File: src/rtl/stream_ctrl_if.sv
// stream_ctrl port bundle: producer, buffer and status signals.
// limit exists only when STREAM_CTRL_AUTOSTOP_EN is defined.
interface stream_ctrl_if #(
  parameter int N_CH   = 2,
  parameter int DATA_W = 16,
  parameter int CNT_W  = 16
);
  localparam int CH_W = (N_CH > 1) ? $clog2(N_CH) : 1;

  logic [N_CH-1:0]        start;
  logic                   stop;
  logic [N_CH-1:0]        src_valid;
  logic [N_CH*DATA_W-1:0] src_data;
  logic                   buf_full;
  logic                   buf_empty;
  logic                   rd_valid;
`ifdef STREAM_CTRL_AUTOSTOP_EN
  logic [CNT_W-1:0]       limit;
`endif
  logic [N_CH-1:0]        src_en;
  logic                   wr_en;
  logic [DATA_W-1:0]      wr_data;
  logic [CH_W-1:0]        ch;
  logic [1:0]             state;
  logic [CNT_W-1:0]       word_cnt;
  logic                   done;

  modport master (
    input  start, stop, src_valid, src_data,
    input  buf_full, buf_empty, rd_valid,
`ifdef STREAM_CTRL_AUTOSTOP_EN
    input  limit,
`endif
    output src_en, wr_en, wr_data, ch,
    output state, word_cnt, done
  );

  modport slave (
    output start, stop, src_valid, src_data,
    output buf_full, buf_empty, rd_valid,
`ifdef STREAM_CTRL_AUTOSTOP_EN
    output limit,
`endif
    input  src_en, wr_en, wr_data, ch,
    input  state, word_cnt, done
  );
endinterface

File: src/rtl/stream_ctrl.sv
// Session controller muxing one of N_CH producers onto the buffer write port.
// Optional auto-stop on word count: define STREAM_CTRL_AUTOSTOP_EN.
module stream_ctrl #(
  parameter int N_CH   = 2,
  parameter int DATA_W = 16,
  parameter int CNT_W  = 16
) (
  input  logic          clk,
  input  logic          rst,
  stream_ctrl_if.master io
);
  localparam int CH_W = (N_CH > 1) ? $clog2(N_CH) : 1;

  typedef enum logic [1:0] {
    IDLE  = 2'd0,
    RUN   = 2'd1,
    STALL = 2'd2,
    DRAIN = 2'd3
  } state_e;

  state_e            state_q, state_d;
  logic [CH_W-1:0]   ch_q, ch_d;
  logic [CNT_W-1:0]  cnt_q, cnt_d;
  logic              done_q, done_d;
  logic [N_CH-1:0]   start_prev_q;
  logic              stop_prev_q;

  logic [N_CH-1:0]   start_edge;
  logic              stop_edge;
  logic [CH_W-1:0]   first_ch;
  logic              run;
  logic              wr;
  logic [DATA_W-1:0] sel_data;
  logic [CNT_W-1:0]  cnt_inc;
  logic              hit;

  assign start_edge = io.start & ~start_prev_q;
  assign stop_edge  = io.stop & ~stop_prev_q;

  always_comb begin
    first_ch = '0;
    for (int i = N_CH - 1; i >= 0; i--) begin
      if (start_edge[i]) first_ch = CH_W'(i);
    end
  end

  // rst gates the producer path so it is cut in the reset cycle itself
  assign run      = (state_q == RUN) & ~rst;
  assign sel_data = io.src_data[ch_q*DATA_W +: DATA_W];
  assign wr       = run & io.src_valid[ch_q] & ~io.buf_full;
  assign cnt_inc  = (&cnt_q) ? cnt_q : cnt_q + CNT_W'(1);

`ifdef STREAM_CTRL_AUTOSTOP_EN
  assign hit = wr & (io.limit != '0) & (cnt_inc == io.limit);
`else
  assign hit = 1'b0;
`endif

  assign io.src_en   = run ? (N_CH'(1) << ch_q) : '0;
  assign io.wr_en    = wr;
  assign io.wr_data  = wr ? sel_data : '0;
  assign io.ch       = ch_q;
  assign io.state    = state_q;
  assign io.word_cnt = cnt_q;
  assign io.done     = done_q;

  always_comb begin
    state_d = state_q;
    ch_d    = ch_q;
    cnt_d   = cnt_q;
    done_d  = 1'b0;
    unique case (state_q)
      IDLE: begin
        if (|start_edge) begin
          state_d = RUN;
          ch_d    = first_ch;
          cnt_d   = '0;
        end
      end
      RUN: begin
        if (wr) cnt_d = cnt_inc;
        if (stop_edge || hit) state_d = DRAIN;
        else if (io.buf_full) state_d = STALL;
      end
      STALL: begin
        if (stop_edge)         state_d = DRAIN;
        else if (!io.buf_full) state_d = RUN;
      end
      DRAIN: begin
        if (io.buf_empty && !io.rd_valid) begin
          state_d = IDLE;
          done_d  = 1'b1;
          ch_d    = '0;
        end
      end
      default: state_d = IDLE;
    endcase
  end

  // prev registers reset high: a level held through reset is not an edge
  always_ff @(posedge clk) begin
    if (rst) begin
      state_q      <= IDLE;
      ch_q         <= '0;
      cnt_q        <= '0;
      done_q       <= 1'b0;
      start_prev_q <= '1;
      stop_prev_q  <= 1'b1;
    end else begin
      state_q      <= state_d;
      ch_q         <= ch_d;
      cnt_q        <= cnt_d;
      done_q       <= done_d;
      start_prev_q <= io.start;
      stop_prev_q  <= io.stop;
    end
  end
endmodule

File: src/flat_wrapper.sv
// flat-port wrapper written by rule: the top's interface ports become plain ports
module stream_ctrl_flat 
#(
  parameter int N_CH   = 2,
  parameter int DATA_W = 16,
  parameter int CNT_W  = 16
)
  (clk, rst, io_start, io_stop, io_src_valid, io_src_data, io_buf_full, io_buf_empty, io_rd_valid, io_src_en, io_wr_en, io_wr_data, io_ch, io_state, io_word_cnt, io_done);
  stream_ctrl_if #(.N_CH(N_CH), .DATA_W(DATA_W), .CNT_W(CNT_W)) io_i ();
  input  logic clk;
  input  logic rst;
  input wire logic [$bits(io_i.start)-1:0] io_start;
  input wire logic [$bits(io_i.stop)-1:0] io_stop;
  input wire logic [$bits(io_i.src_valid)-1:0] io_src_valid;
  input wire logic [$bits(io_i.src_data)-1:0] io_src_data;
  input wire logic [$bits(io_i.buf_full)-1:0] io_buf_full;
  input wire logic [$bits(io_i.buf_empty)-1:0] io_buf_empty;
  input wire logic [$bits(io_i.rd_valid)-1:0] io_rd_valid;
  output wire logic [$bits(io_i.src_en)-1:0] io_src_en;
  output wire logic [$bits(io_i.wr_en)-1:0] io_wr_en;
  output wire logic [$bits(io_i.wr_data)-1:0] io_wr_data;
  output wire logic [$bits(io_i.ch)-1:0] io_ch;
  output wire logic [$bits(io_i.state)-1:0] io_state;
  output wire logic [$bits(io_i.word_cnt)-1:0] io_word_cnt;
  output wire logic [$bits(io_i.done)-1:0] io_done;
  assign io_i.start = io_start;
  assign io_i.stop = io_stop;
  assign io_i.src_valid = io_src_valid;
  assign io_i.src_data = io_src_data;
  assign io_i.buf_full = io_buf_full;
  assign io_i.buf_empty = io_buf_empty;
  assign io_i.rd_valid = io_rd_valid;
  assign io_src_en = io_i.src_en;
  assign io_wr_en = io_i.wr_en;
  assign io_wr_data = io_i.wr_data;
  assign io_ch = io_i.ch;
  assign io_state = io_i.state;
  assign io_word_cnt = io_i.word_cnt;
  assign io_done = io_i.done;
  stream_ctrl #(.N_CH(N_CH), .DATA_W(DATA_W), .CNT_W(CNT_W)) u_core (.clk(clk), .rst(rst), .io(io_i));
endmodule
File: config.mk
export PLATFORM = sky130hd
export DESIGN_NAME = stream_ctrl_flat
export DESIGN_NICKNAME = d
export VERILOG_FILES = /design/src/rtl/stream_ctrl_if.sv /design/src/rtl/stream_ctrl.sv /design/src/flat_wrapper.sv
export SDC_FILE = /design/constraint.sdc
export NUM_CORES = 1
export LEC_CHECK = 0
export CAP_MARGIN = 20
export CORE_ASPECT_RATIO = 0.75
export CORE_MARGIN = 1.5
export CORE_UTILIZATION = 34
export DETAILED_ROUTE_END_ITERATION = 6
export HOLD_SLACK_MARGIN = 0.03
export PLACE_DENSITY = 0.76
export SYNTH_ARGS = -nofsm -noshare
export SYNTH_HDL_FRONTEND = slang
export SYNTH_SLANG_ARGS = --single-unit
File: constraint.sdc
create_clock -name clk -period 2.15 [get_ports clk]
set_input_delay 0.215 -clock clk [delete_from_list [all_inputs] [get_ports clk]]
set_output_delay 0.215 -clock clk [all_outputs]
set_load 0.005 [all_outputs]
==> results of run 1 <==
## worst min path at each step
stage,to,from,cells past startpoint
after floorplan,u_core.start_prev_q[0],io_start[0],1
after global placement,u_core.io.word_cnt[14],u_core.io.word_cnt[13],2
after detailed placement,u_core.io.word_cnt[14],u_core.io.word_cnt[13],2
after CTS,u_core.io.word_cnt[14],u_core.io.word_cnt[13],2
after global routing,u_core.io.word_cnt[6],rst,3
final,u_core.io.word_cnt[6],rst,3
## kinds of logic (layout without fill, tap and decap cells)
family	count (synthesis)	count (layout)
fa+ha+maj	1	1
mux	17	17
flops	23	23
simple gates	83	83
compound gates	46	46
buf+inv	15	117
## sequential cells by signal (all words and copies together) (netlist names)
name and count:
u_core.start_prev_q 2, u_core.io.state 2, u_core.io.ch 1, u_core.io.done 1, u_core.io.word_cnt 16, u_core.stop_prev_q 1
## metal layers
layer	global-route usage	routed length, um	vias to the layer above
li1	-	-	873
met1	0.254	2010	780
met2	0.311	2060	75
met3	0.0569	466	11
met4	0.0416	42	0
met5	0	0	-
## cells in the mapped netlist (2+ instances only)
master,number,area share
buf_1,3,0.0079
or2_2,3,0.013
o21ai_0,23,0.081
nor3_1,3,0.011
and3_1,4,0.018
nor2_1,30,0.079
o31ai_1,2,0.011
dfxtp_1,23,0.32
mux2i_1,17,0.12
nand2b_1,6,0.026
nor3b_1,2,0.011
nand2_1,10,0.026
or3_1,2,0.0088
nand3_1,4,0.014
a21oi_1,6,0.021
a31oi_1,6,0.026
nor2b_1,2,0.0088
clkbuf_1,5,0.013
and2_1,2,0.0088
buf_2,4,0.014
nand4_1,8,0.035
## report_power, final
group | switching, uW | total [uW] | leakage [uW] | internal, uW
Clock | 141 | 273 | 0.0000228 | 132
Sequential | 3.48 | 438 | 0.000188 | 435
Combinational | 90.3 | 235 | 0.000839 | 145
Total | 235 | 947 | 0.00105 | 712
## worst reg2reg max path, stage by stage, from the launching register on
cell and delay (ns):
dfxtp_2 0.36, ha_4 0.15, nand3_2 0.09, or4_4 0.57
buf_4 0.16, and2_1 0.17, or2_4 0.27, a311oi_2 0.23
## per-stage QoR
stage / TNS (ns) / std cells / util
final: 0 / 342 / 0.632
after CTS: -1.94 / 340 / 0.616
after floorplan: 0 / 185 / -
after global placement: -4.67 / 336 / 0.609
after global routing: 0 / 342 / 0.632
after detailed placement: -5.66 / 336 / 0.609
## cell type report
type	count	area (um2)	area share
tap	55	68.8	0.0270
multi-input combinational	147	926	0.364
inverter	2	10.0	0.00393
sequential	23	464	0.182
clock buffer	4	45.0	0.0177
timing repair buffer	111	1030	0.405
## repair_timing
item,CTS,global route
gates cloned,0,0
endpoints found under the setup margin,30,27
gates resized for setup,17,13
buffers inserted,0,2
hold endpoints to repair,0,0
pin swaps,0,2
==> impl_metrics.toml, run 1 <==
[status]
status = "finished clean"

[sta]
slew_viol_final = 0
hold_viol_final = 0
maxSlewHeadroom = 0.668
setup_ws_ns = 0.0895
fmax_mhz = 485
finClkSkew_ns = 0.00269
fin_crit_sh = 0.958
rsz0062_at_grt = "false"
setup_viol = 0
post-route-min-period_ns = 2.06
worstMarginPinSlew_ns = 0.494
hold_slack_ns = 0.366

[critical_path]
cp_data_required_time_ns = 2.34
reg2reg_to = "u_core.io.word_cnt[6]"
r2r_slack_ns = 0.09
critPathLaunch = "u_core.io.word_cnt[1]"
critical_path_peak_fanout = 3
r2r-start = "u_core.io.word_cnt[1]"
endpoint = "u_core.io.word_cnt[6]"
critPathBufInv = 1
crit_path_cell_trace = "ha_4 -> nand3_2 -> or4_4 -> buf_4 -> and2_1 -> or2_4 -> a311oi_2"
rr_worst_depth = 7
path_delay_family = "simple AND/OR/NAND/NOR gates"
slowest_stage = "or4_4"
cp_num_cells = 7
endpoint_kind = "flip-flop"
cp.arrival_ns = 2.25
cp-start-kind = "flip-flop"
crit_type = "flip-flop to flip-flop"
critPathMaxStageDelay_ns = 0.57

[logic_synthesis]
synthMuxAreaShare = 0.119
synthXorXnorAreaFrac = 0
synth-compound-area-share = 0.198
synth_top_family_by_area = "simple AND/OR/NAND/NOR gates"
yosys_most_used_dff = "dfxtp_1"
synth_edf_count = 0
synthSimpleGateAreaFrac = 0.303
seq_area_frac_synth = 0.323
synth_area_per_cell_um2 = 7.72
synth_cell_types = 41
netlist_instances = 185
netlist_area_um2 = 1430
synth_fa_ha_area_frac = 0.00876
ys_ff_latch = 23
yosysWarnings = 0
ys_async_sr_fraction = 0
syn_nets = 228

[place]
dp_hpwl_mm = 3.48
place_congestion = 0.835
place_ws_ns = -0.242
place_area_um2 = 2450
port_buffers = 80

[layout]
layout_commonest_cell = "clkdlybuf4s50_1"
fill_cells = 376
drive_above_1_share = 0.171
final_cell_mix = "clkdlybuf4s50_1 (62), nor2_1 (30), buf_4 (30)"
fin_nets = 331
antenna_cells = 0
final_area_um2 = 2540
syn_to_final_growth_pct = 78.3

[routing]
route.vias.total = 1739
first_iter_violations = 128
via_per_inst = 5.08
drc = 0
first_pass_iters = 4
wire_per_inst_um = 13.4
detail-route-antenna-nets = 0
finalWirelength_mm = 4.58

[die]
io_pins = 81
rows = 20
dieHeight_um = 59.1
coreArea_um2 = 4030
start_util = 0.354
die_area_um2 = 4600
die_w_um = 77.8

[clocking]
clockBufferDepth = 2
cts_max_level = 1
root_buffer = "clkbuf_8"
cts_buffers = 3
path_clk_slew_ns = 0.08
cts_sinks = 23
cts_hold_buffers = 0
insertion_delay_ns = 0.27
cts_tree = "done"

[power]
p_per_area_nw_per_um2 = 372
leakage_uw = 0.00105
fin_total_pwr_uw = 947
peakVddDrop_mv = 0.283

[global_route]
grt_util_all_layers = 0.191
grt_pass1_wl_mm = 7.11
overflow = 0
antenna_found_initial = 0
grt_pass1_vias = 1559
grt_max_degree = 22

[run]
cap_violations = 0

[worst_hold_path]
hold_class = "primary input to flip-flop"
No activity file was read; power rests on OpenSTA's default activity.
==> run 2, diff against run 1 <==
--- a/config.mk
+++ b/config.mk
@@ -15,3 +15,4 @@
 export SYNTH_ARGS = -nofsm -noshare
 export SYNTH_HDL_FRONTEND = slang
 export SYNTH_SLANG_ARGS = --single-unit
+export TNS_END_PERCENT = 100
==> constraint.sdc (replaced) <==
create_clock -name clk -period 1.7 [get_ports clk]
set_input_delay 0.17 -clock clk [delete_from_list [all_inputs] [get_ports clk]]
set_output_delay 0.17 -clock clk [all_outputs]
set_load 0.005 [all_outputs]
==> impl_metrics.toml, run 2 (synthesized netlist as in run 1, its figures left out) <==
[routing]
first_pass_iters = 4
drc = 0
finalWirelength_mm = 5.50
route.vias.total = 1884
wire_per_inst_um = 15.1
via_per_inst = 5.18
first_iter_violations = 138
detail-route-antenna-nets = 0

[sta]
hold_slack_ns = 0.451
post-route-min-period_ns = 1.96
fin_crit_sh = 1.15
hold_viol_final = 0
setup_ws_ns = -0.259
setup_viol = 33
fmax_mhz = 511
rsz0062_at_grt = "true"
worstMarginPinSlew_ns = 0.582
slew_viol_final = 0
maxSlewHeadroom = 0.610
finClkSkew_ns = 0.00272

[global_route]
antenna_found_initial = 0
grt_pass1_wl_mm = 7.78
grt_util_all_layers = 0.217
gr-usage-met2 = 0.355
busiest_layer = "met2"
grt_use_met1 = 0.295
grt_max_degree = 22
met3_usage = 0.0508
grt_pass1_vias = 1562
overflow = 0

[critical_path]
cp.arrival_ns = 2.15
endpoint_kind = "flip-flop"
cp_data_required_time_ns = 1.90
cp-start-kind = "flip-flop"
r2r_slack_ns = -0.26
critical_path_peak_fanout = 3
crit_type = "flip-flop to flip-flop"

[run]
cap_violations = 0

[status]
status = "finished, violations left"
violations = "setup timing"

[clocking]
cts_sinks = 23
cts_buffers = 3
cts_tree = "done"
insertion_delay_ns = 0.26
root_buffer = "clkbuf_8"
clockBufferDepth = 2
path_clk_slew_ns = 0.08
cts_max_level = 1

[layout]
final_cell_mix = "clkdlybuf4s50_1 (60), buf_4 (43), dfxtp_1 (18)"
largest_reg_flops = 16
layout_commonest_cell = "clkdlybuf4s50_1"
syn_to_final_growth_pct = 102
fin_nets = 353
antenna_cells = 0
drive_above_1_share = 0.408
regArea_um2 = 472
fill_cells = 303
final_area_um2 = 2880
multi_input_area_um2 = 1100

[power]
comb_power_share = 0.290
clkPwrFrac = 0.272
leakage_uw = 0.00116
peakVddDrop_mv = 0.456
pwr-share-seq = 0.438
internal-power_uw = 923
p_per_area_nw_per_um2 = 437
p_switching_uw = 338
swShare = 0.268

[die]
start_util = 0.354
io_pins = 81
die_area_um2 = 4600
rows = 20
coreArea_um2 = 4030
die_w_um = 77.8
dieHeight_um = 59.1

[place]
place_congestion = 0.876
port_buffers = 80
place_ws_ns = -0.609
dp_hpwl_mm = 3.48
place_area_um2 = 2550

[worst_hold_path]
hold_class = "primary input to flip-flop"
run 2: cell types whose count changed in the layout (fill, tap and decap cells not counted), moves of 4 or more:
cell	delta
nor2_1	-15
nor2_4	+10
buf_2	+14
nand2_1	-4
o21ai_1	+9
buf_4	+13
o21ai_0	-21
buf_6	+11
nand2_2	+4
nor2_2	+5
o21ai_2	+12
dlygate4sd2_1	-14
run 2: path summary, 6_finish.rpt:
kind / end / start / cells after the start
worst max-delay path: u_core.io.word_cnt[7] / u_core.io.word_cnt[1] / 8
worst min-delay path: u_core.io.word_cnt[6] / rst / 3
worst max register to register: u_core.io.word_cnt[7] / u_core.io.word_cnt[1] / 8
worst min register to register: u_core.io.word_cnt[9] / u_core.io.word_cnt[9] / 2
run 2: power groups by stage:
| stage | Sequential (uW) | Clock (uW) | Combinational (uW) |
|---|---|---|---|
| global placement | 564 | 0 | 296 |
| CTS | 551 | 347 | 337 |
| global route | 553 | 367 | 390 |
| detailed placement | 564 | 0 | 301 |
| floorplan | 567 | 0 | 129 |
| finish | 552 | 343 | 366 |
run 2: routing by layer:
layer / vias up / part of all wire / wire (um)
met5: - / 0 / 0
met2: 81 / 0.47 / 2590
met4: 0 / 0.013 / 69
met1: 878 / 0.44 / 2410
li1: 915 / - / -
met3: 10 / 0.079 / 436
run 2: layout make-up:
type | count | area share
flip-flops and latches | 23 | 0.164
well taps | 55 | 0.0239
repair buffers | 133 | 0.410
multi-input cells | 147 | 0.381
inverters | 2 | 0.00521
clock buffers | 4 | 0.0156
run 2: worst max-delay path, cell delays in order (launching register included):
cell and delay [ns]:
dfxtp_4 0.36, ha_4 0.14, nand3_4 0.08, or4_4 0.51
buf_6 0.14, and2_4 0.14, or2_4 0.25, buf_4 0.14
o21ai_2 0.11
run 2: per-stage QoR:
| stage | cells | util | total power, uW | TNS, ns |
|---|---|---|---|---|
| 6_report | 364 | 0.715 | 1260 | -5.97 |
| 5_1_grt | 364 | 0.715 | 1310 | -7.31 |
| 4_1_cts | 361 | 0.680 | 1240 | -7.71 |
| 3_5_place_dp | 345 | 0.634 | 865 | -17.30 |
| 3_3_place_gp | 345 | 0.634 | 860 | -16.78 |
| 2_1_floorplan | 185 | - | 695 | -1.19 |
run 2: repair_timing:
item	4_1_cts	5_1_grt
hold buffers	0	0
cloned	1	0
resized for setup	121	34
setup endpoints to repair	35	35
pin swaps	38	10
buffers inserted	11	5
==> run 3, diff against run 2 <==
--- a/config.mk
+++ b/config.mk
@@ -12,6 +12,7 @@
 export DETAILED_ROUTE_END_ITERATION = 6
 export HOLD_SLACK_MARGIN = 0.03
 export PLACE_DENSITY = 0.76
+export SLEW_MARGIN = 20
 export SYNTH_ARGS = -nofsm -noshare
 export SYNTH_HDL_FRONTEND = slang
 export SYNTH_SLANG_ARGS = --single-unit
==> results of run 3 <==
Same layout as run 2: the final DEF is identical, and so are final timing and power.
